==> src/rtl/isa_pkg.sv <==
// ISA constants shared by the program-load path: classes, sub-opcodes, error codes, loader state.
// No logic, no latency, no backpressure.
package isa_pkg;

    localparam logic [1:0] CLS_MATH = 2'b00;
    localparam logic [1:0] CLS_BR   = 2'b01;
    localparam logic [1:0] CLS_ASG  = 2'b10;
    localparam logic [1:0] CLS_VAL  = 2'b11;

    localparam logic [2:0] OP_ADD = 3'b000;
    localparam logic [2:0] OP_SUB = 3'b001;
    localparam logic [2:0] OP_AND = 3'b010;
    localparam logic [2:0] OP_OR  = 3'b011;
    localparam logic [2:0] OP_XOR = 3'b100;
    localparam logic [2:0] OP_SHL = 3'b101;
    localparam logic [2:0] OP_SHR = 3'b110;
    localparam logic [2:0] OP_NOT = 3'b111;

    localparam logic [2:0] OP_BL  = 3'b000;
    localparam logic [2:0] OP_BG  = 3'b001;
    localparam logic [2:0] OP_BNE = 3'b010;
    localparam logic [2:0] OP_BEQ = 3'b011;

    // Assign/mem ops 001, 110 and 111 are reserved encodings.
    localparam logic [2:0] OP_LI    = 3'b000;
    localparam logic [2:0] OP_LOAD  = 3'b010;
    localparam logic [2:0] OP_STORE = 3'b011;
    localparam logic [2:0] OP_CMP   = 3'b100;
    localparam logic [2:0] OP_NOP   = 3'b101;

    localparam logic [2:0] OP_MOV = 3'b000;
    localparam logic [2:0] OP_JMP = 3'b001;

    localparam logic [1:0] ERR_NONE  = 2'b00;
    localparam logic [1:0] ERR_RSVD  = 2'b01;
    localparam logic [1:0] ERR_FIELD = 2'b10;
    localparam logic [1:0] ERR_MEM   = 2'b11;

    typedef enum logic [1:0] {
        ST_IDLE,
        ST_ACCEPT,
        ST_DONE,
        ST_ERR
    } state_t;

endpackage

==> src/rtl/instr_packer.sv <==
// Packs decoded fields into the 9-bit machine word and flags reserved/overflowing encodings.
// Purely combinational, no backpressure.
module instr_packer
    import isa_pkg::*;
(
    input  logic [1:0] in_type,
    input  logic [2:0] in_op,
    input  logic [5:0] in_operand,
    output logic [8:0] word,
    output logic       legal,
    output logic [1:0] code
);

    always_comb begin
        word = {in_type, 7'b0};
        code = ERR_NONE;
        case (in_type)
            CLS_MATH: begin
                word[6:4] = in_op;
                word[3:0] = in_operand[3:0];
                if (in_operand[5:4] != 2'b00) code = ERR_FIELD;
            end
            CLS_BR: begin
                word[6:5] = in_op[1:0];
                word[4:0] = in_operand[4:0];
                if (in_op[2] || in_operand[5]) code = ERR_FIELD;
            end
            CLS_ASG: begin
                word[6:4] = in_op;
                word[3:0] = in_operand[3:0];
                // A reserved op outranks any field overflow.
                if (in_op == 3'b001 || in_op == 3'b110 || in_op == 3'b111)
                    code = ERR_RSVD;
                else if (in_operand[5:4] != 2'b00)
                    code = ERR_FIELD;
            end
            default: begin
                word[6]   = in_op[0];
                word[5:0] = in_operand;
                if (in_op[2:1] != 2'b00) code = ERR_FIELD;
            end
        endcase
        legal = (code == ERR_NONE);
    end

endmodule

==> src/rtl/instr_encoder_loader.sv <==
// Encodes field bundles and writes them sequentially into instruction memory from base_addr.
// Latency 1 cycle, 1 word/cycle; in_ready is high only while a session is accepting.
module instr_encoder_loader
    import isa_pkg::*;
#(
    parameter int ADDR_W    = 8,
    parameter int MEM_DEPTH = 256
) (
    input  logic              Clk,
    input  logic              Reset_n,
    input  logic              start,
    input  logic [ADDR_W-1:0] base_addr,
    input  logic              in_valid,
    output logic              in_ready,
    input  logic [1:0]        in_type,
    input  logic [2:0]        in_op,
    input  logic [5:0]        in_operand,
    input  logic              in_last,
    output logic              mem_we,
    output logic [ADDR_W-1:0] mem_addr,
    output logic [8:0]        mem_wdata,
    output logic              busy,
    output logic              done,
    output logic              err,
    output logic [1:0]        err_code,
    output logic [ADDR_W:0]   count
);

    localparam logic [ADDR_W-1:0] LAST_ADDR = ADDR_W'(MEM_DEPTH - 1);

    state_t            state;
    logic [ADDR_W-1:0] ptr;
    logic [8:0]        word;
    logic              legal;
    logic [1:0]        code;

    instr_packer u_packer (
        .in_type    (in_type),
        .in_op      (in_op),
        .in_operand (in_operand),
        .word       (word),
        .legal      (legal),
        .code       (code)
    );

    always_ff @(posedge Clk or negedge Reset_n) begin
        if (!Reset_n) begin
            state     <= ST_IDLE;
            ptr       <= '0;
            in_ready  <= 1'b0;
            busy      <= 1'b0;
            done      <= 1'b0;
            err       <= 1'b0;
            err_code  <= ERR_NONE;
            count     <= '0;
            mem_we    <= 1'b0;
            mem_addr  <= '0;
            mem_wdata <= '0;
        end else begin
            mem_we <= 1'b0;
            case (state)
                ST_ACCEPT: begin
                    if (in_valid && in_ready) begin
                        if (!legal) begin
                            state    <= ST_ERR;
                            in_ready <= 1'b0;
                            busy     <= 1'b0;
                            err      <= 1'b1;
                            err_code <= code;
                        end else begin
                            mem_we    <= 1'b1;
                            mem_addr  <= ptr;
                            mem_wdata <= word;
                            count     <= count + 1'b1;
                            if (in_last) begin
                                state    <= ST_DONE;
                                in_ready <= 1'b0;
                                busy     <= 1'b0;
                                done     <= 1'b1;
                            end else if (ptr >= LAST_ADDR) begin
                                // Word at the top address lands; the session cannot continue.
                                state    <= ST_ERR;
                                in_ready <= 1'b0;
                                busy     <= 1'b0;
                                err      <= 1'b1;
                                err_code <= ERR_MEM;
                            end else begin
                                ptr <= ptr + 1'b1;
                            end
                        end
                    end
                end
                default: begin
                    if (start) begin
                        state    <= ST_ACCEPT;
                        ptr      <= base_addr;
                        in_ready <= 1'b1;
                        busy     <= 1'b1;
                        done     <= 1'b0;
                        err      <= 1'b0;
                        err_code <= ERR_NONE;
                        count    <= '0;
                    end
                end
            endcase
        end
    end

endmodule

==> config.mk <==
export PLATFORM = sky130hd
export DESIGN_NAME = instr_encoder_loader
export DESIGN_NICKNAME = d
export VERILOG_FILES = /design/src/rtl/isa_pkg.sv /design/src/rtl/instr_packer.sv /design/src/rtl/instr_encoder_loader.sv
export SDC_FILE = /design/constraint.sdc
export NUM_CORES = 1
export LEC_CHECK = 0
export ABC_CLOCK_PERIOD_IN_PS = 2100
export CELL_PAD_IN_SITES_DETAIL_PLACEMENT = 0
export CELL_PAD_IN_SITES_GLOBAL_PLACEMENT = 1
export CORE_ASPECT_RATIO = 0.9
export CORE_MARGIN = 3
export CORE_UTILIZATION = 35
export DETAILED_ROUTE_END_ITERATION = 10
export DONT_BUFFER_PORTS = 1
export GPL_TIMING_DRIVEN = 1
export PLACE_DENSITY_LB_ADDON = 0.15
export SLEW_MARGIN = 40
export SYNTH_ARGS = -nofsm -noshare
export SYNTH_HDL_FRONTEND = slang
export SYNTH_SLANG_ARGS = --single-unit
export TNS_END_PERCENT = 10
==> constraint.sdc <==
create_clock -name Clk -period 2.1 [get_ports Clk]
set_input_delay 0.42 -clock Clk [delete_from_list [all_inputs] [get_ports Clk]]
set_output_delay 0.42 -clock Clk [all_outputs]
set_load 0.005 [all_outputs]
==> results.md <==
- Cts repair resizes: 0
- WHS: 220 ps
- Postcts setup bufs: 0
- DR WL/cell: 17.1 um
- HP Start: in_operand[2]
- Die Wd: 87.9 um
- Num CTS Buffers: 5
- Critical Path RT: 2330 ps
- CTS hold repair buffers: 2
- Layout Nets: 266
- Pre-CTS setup slack: 61.5 ps
- Reg-to-reg critical path startpoint: ptr[0]
- Worst Tran Pin Value: 495 ps
- Worst reg-to-reg path cell count: 6
- Worst Hold End: mem_wdata[2]
- Worst Slack Setup Final: 184 ps
- Post-Synthesis Cells: 232
- TritonCTS clock tree: done
- Clock insertion delay at the later pin of the skew report: 300 ps
- Hold Path Depth: 2
- Longest Clk Path Bufs: 2
- R2R setup slack: 180 ps
- GRT Total Usage: 0.157
- Register bit total from synthesis: 42
- Area growth, synth to finish: 11.5%
- Metal2 WL: 2330 um
- Total Wirelength: 5310 um
- Reg2reg end: ptr[1]
- Top cell type's share of synthesized area: 0.497
- Critical path arrival: 2150 ps
- Pleak: 1.08 nW
- Io pins: 57
- CTS Sinks: 42
- Element type at the critical path start: flop
- Synth cell types: 45
- Post-synth top cells: 61 x nand2_1, 42 x dfrtp_1, 16 x a21oi_1, 16 x o21ai_0, 12 x nand3_1
- Initial Utilization: 0.367
- Unrepaired setup endpoints after global routing: false
- Pre-antenna DRT Iters: 4
- Peak VDD IR: 0.632 mV
- Post-synth EDFFs: 0
- Diode count: 0
- Vias: 1679
- Status: finished, final reports clean
- Max-slew violation count: 0
- Vias in the first global route: 1645
- Total grt overflow: 0
- Initial antenna violation count: 0
- Rows: 26
- Synth warnings: 0
- Placement Cell Area: 2220 um2
- Die ar.: 7010 um2
- Vias per cell: 5.40
- Drt drc: 0
- Sequential cell area fraction in the yosys report: 0.497
- Mean Syn Cell Area: 9.11 um2
- Slew margin rel.: 0.670
- Syn nets: 258
- Main flop type after synthesis: dfrtp_1
- DR top layer: met4
- Min Clock Period, post-route: 1920 ps
- Most frequent cell after synthesis: nand2_1
- FMAX: 522 MHz
- CP max FO: 5
- DP HPWL: 3800 um
- Routability cong.: 0.756
- Clk_skew: 9.22 ps
- Synth top area cells: dfrtp_1 50%, nand2_1 11%, a21oi_1 3.8%, o21ai_0 3.8%, nand3_1 2.8%
- Critical path capture point type: flop
- Hold Crit Class: in -> reg
- Setup-failing EPs final: 0
- Core area: 5760 um2
- Max-Cap Viols: 0
- Met3 wire length: 317 um
- Largest net degree at the start of global routing: 43
- Post-route cell area: 2360 um2
- DRT met1 WL: 2630 um
- Die Ht: 79.7 um
- DR iter-0 viols: 57
- Hold Vio Cnt, Final: 0
- Top cell type by total area after synthesis: dfrtp_1
- Layout cells sized above 1: 0.108
- Cell area power density: 1240 nW/um2
- Clock transition at the registers of the reported paths: 90 ps
- H-tree depth: 2
- I/O Buffers: 0
- Final TNS setup: 0 ps
- Critical path type: reg -> reg
- Final worst-path cycle share: 0.912
- ANT nets after route: 0
- Mapped Area: 2110 um2
- First-pass GRT wire length: 8550 um
- CTS root buf: clkbuf_8
- Overall Power: 2.93 mW
- Async SR Flop Fraction: 1.00
[placed cells by master (no fill, tap or decap), types with 2 or more instances in the layout]
| cell | instances |
|---|---|
| xnor2_1 | 3 |
| nor2_1 | 11 |
| a21o_1 | 3 |
| o22ai_1 | 3 |
| ha_1 | 2 |
| dfrtp_1 | 42 |
| o31ai_1 | 2 |
| mux2i_1 | 5 |
| and3_1 | 2 |
| nand2_1 | 61 |
| a22o_1 | 3 |
| a211oi_1 | 3 |
| inv_1 | 4 |
| nand3_1 | 12 |
| or4_1 | 3 |
| o21ai_0 | 16 |
| a21oi_1 | 16 |
| or3b_2 | 2 |
| clkbuf_8 | 5 |
| nand2b_1 | 2 |
| nor2b_1 | 3 |
| and2_1 | 2 |
| nand4_1 | 2 |
| buf_4 | 9 |
[critical path, stage by stage (launching register included)]
cell	delay, ps
dfrtp_1	440
ha_1	280
and4_1	240
and2_1	180
or2_2	290
a21boi_0	220
o2bb2a_1	190
[stage by stage]
stage           util  instances
6_report       0.409        311
5_1_grt        0.409        311
4_1_cts        0.409        311
3_5_place_dp   0.386        301
3_3_place_gp   0.386        301
2_1_floorplan      -        232
[cell type report]
cell class                 count  area (um2)
sequential                    42        1050
multi-input combinational    175         983
clock buffer                   5        68.8
inverter                       4        15.0
tap                           70        87.6
timing repair buffer          12         125
clock inverter                 3        25.0
fill                         587        3400
[cell families (layout without fill, tap and decap cells)]
group	count (synthesis)	after routing	synth area share
AO/OA/AOI/OAI	58	58	0.181
XOR/XNOR	3	3	0.0124
adder cells (fa/ha/maj)	2	2	0.0118
buffers and inverters	15	24	0.0373
flip-flops	42	42	0.497
multiplexers	5	5	0.0237
AND/OR/NAND/NOR	107	107	0.236
[power by group]
group	switching (mW)	leakage [nW]	total, mW	internal, mW
Combinational	0.556	0.505	0.969	0.413
Sequential	0.295	0.531	1.40	1.11
Clock	0.314	0.0447	0.554	0.240
Total	1.16	1.08	2.93	1.76
[layer usage]
| metal | global-route usage | vias up |
|---|---|---|
| met4 | 0.0414 | 0 |
| li1 | - | 838 |
| met2 | 0.225 | 35 |
| met1 | 0.228 | 804 |
| met3 | 0.0475 | 2 |
| met5 | 0 | - |
[flip-flops by register name, indices dropped and copies added, names as in the netlist, 2 cells and up]
signal,cells
err_code,2
mem_addr,8
ptr,8
state,2
count,9
mem_wdata,9
[worst max-delay path by stage]
stage	from	end	cells after the start	slack (ps)
floorplan	in_type[0]	count[7]	7	30
global placement	in_operand[4]	ptr[0]	6	90
detailed placement	in_operand[4]	ptr[1]	6	60
CTS	ptr[0]	ptr[1]	6	170
global route	ptr[0]	ptr[1]	6	10
finish	ptr[0]	ptr[1]	6	180
No activity file was read; power rests on OpenSTA's default activity.
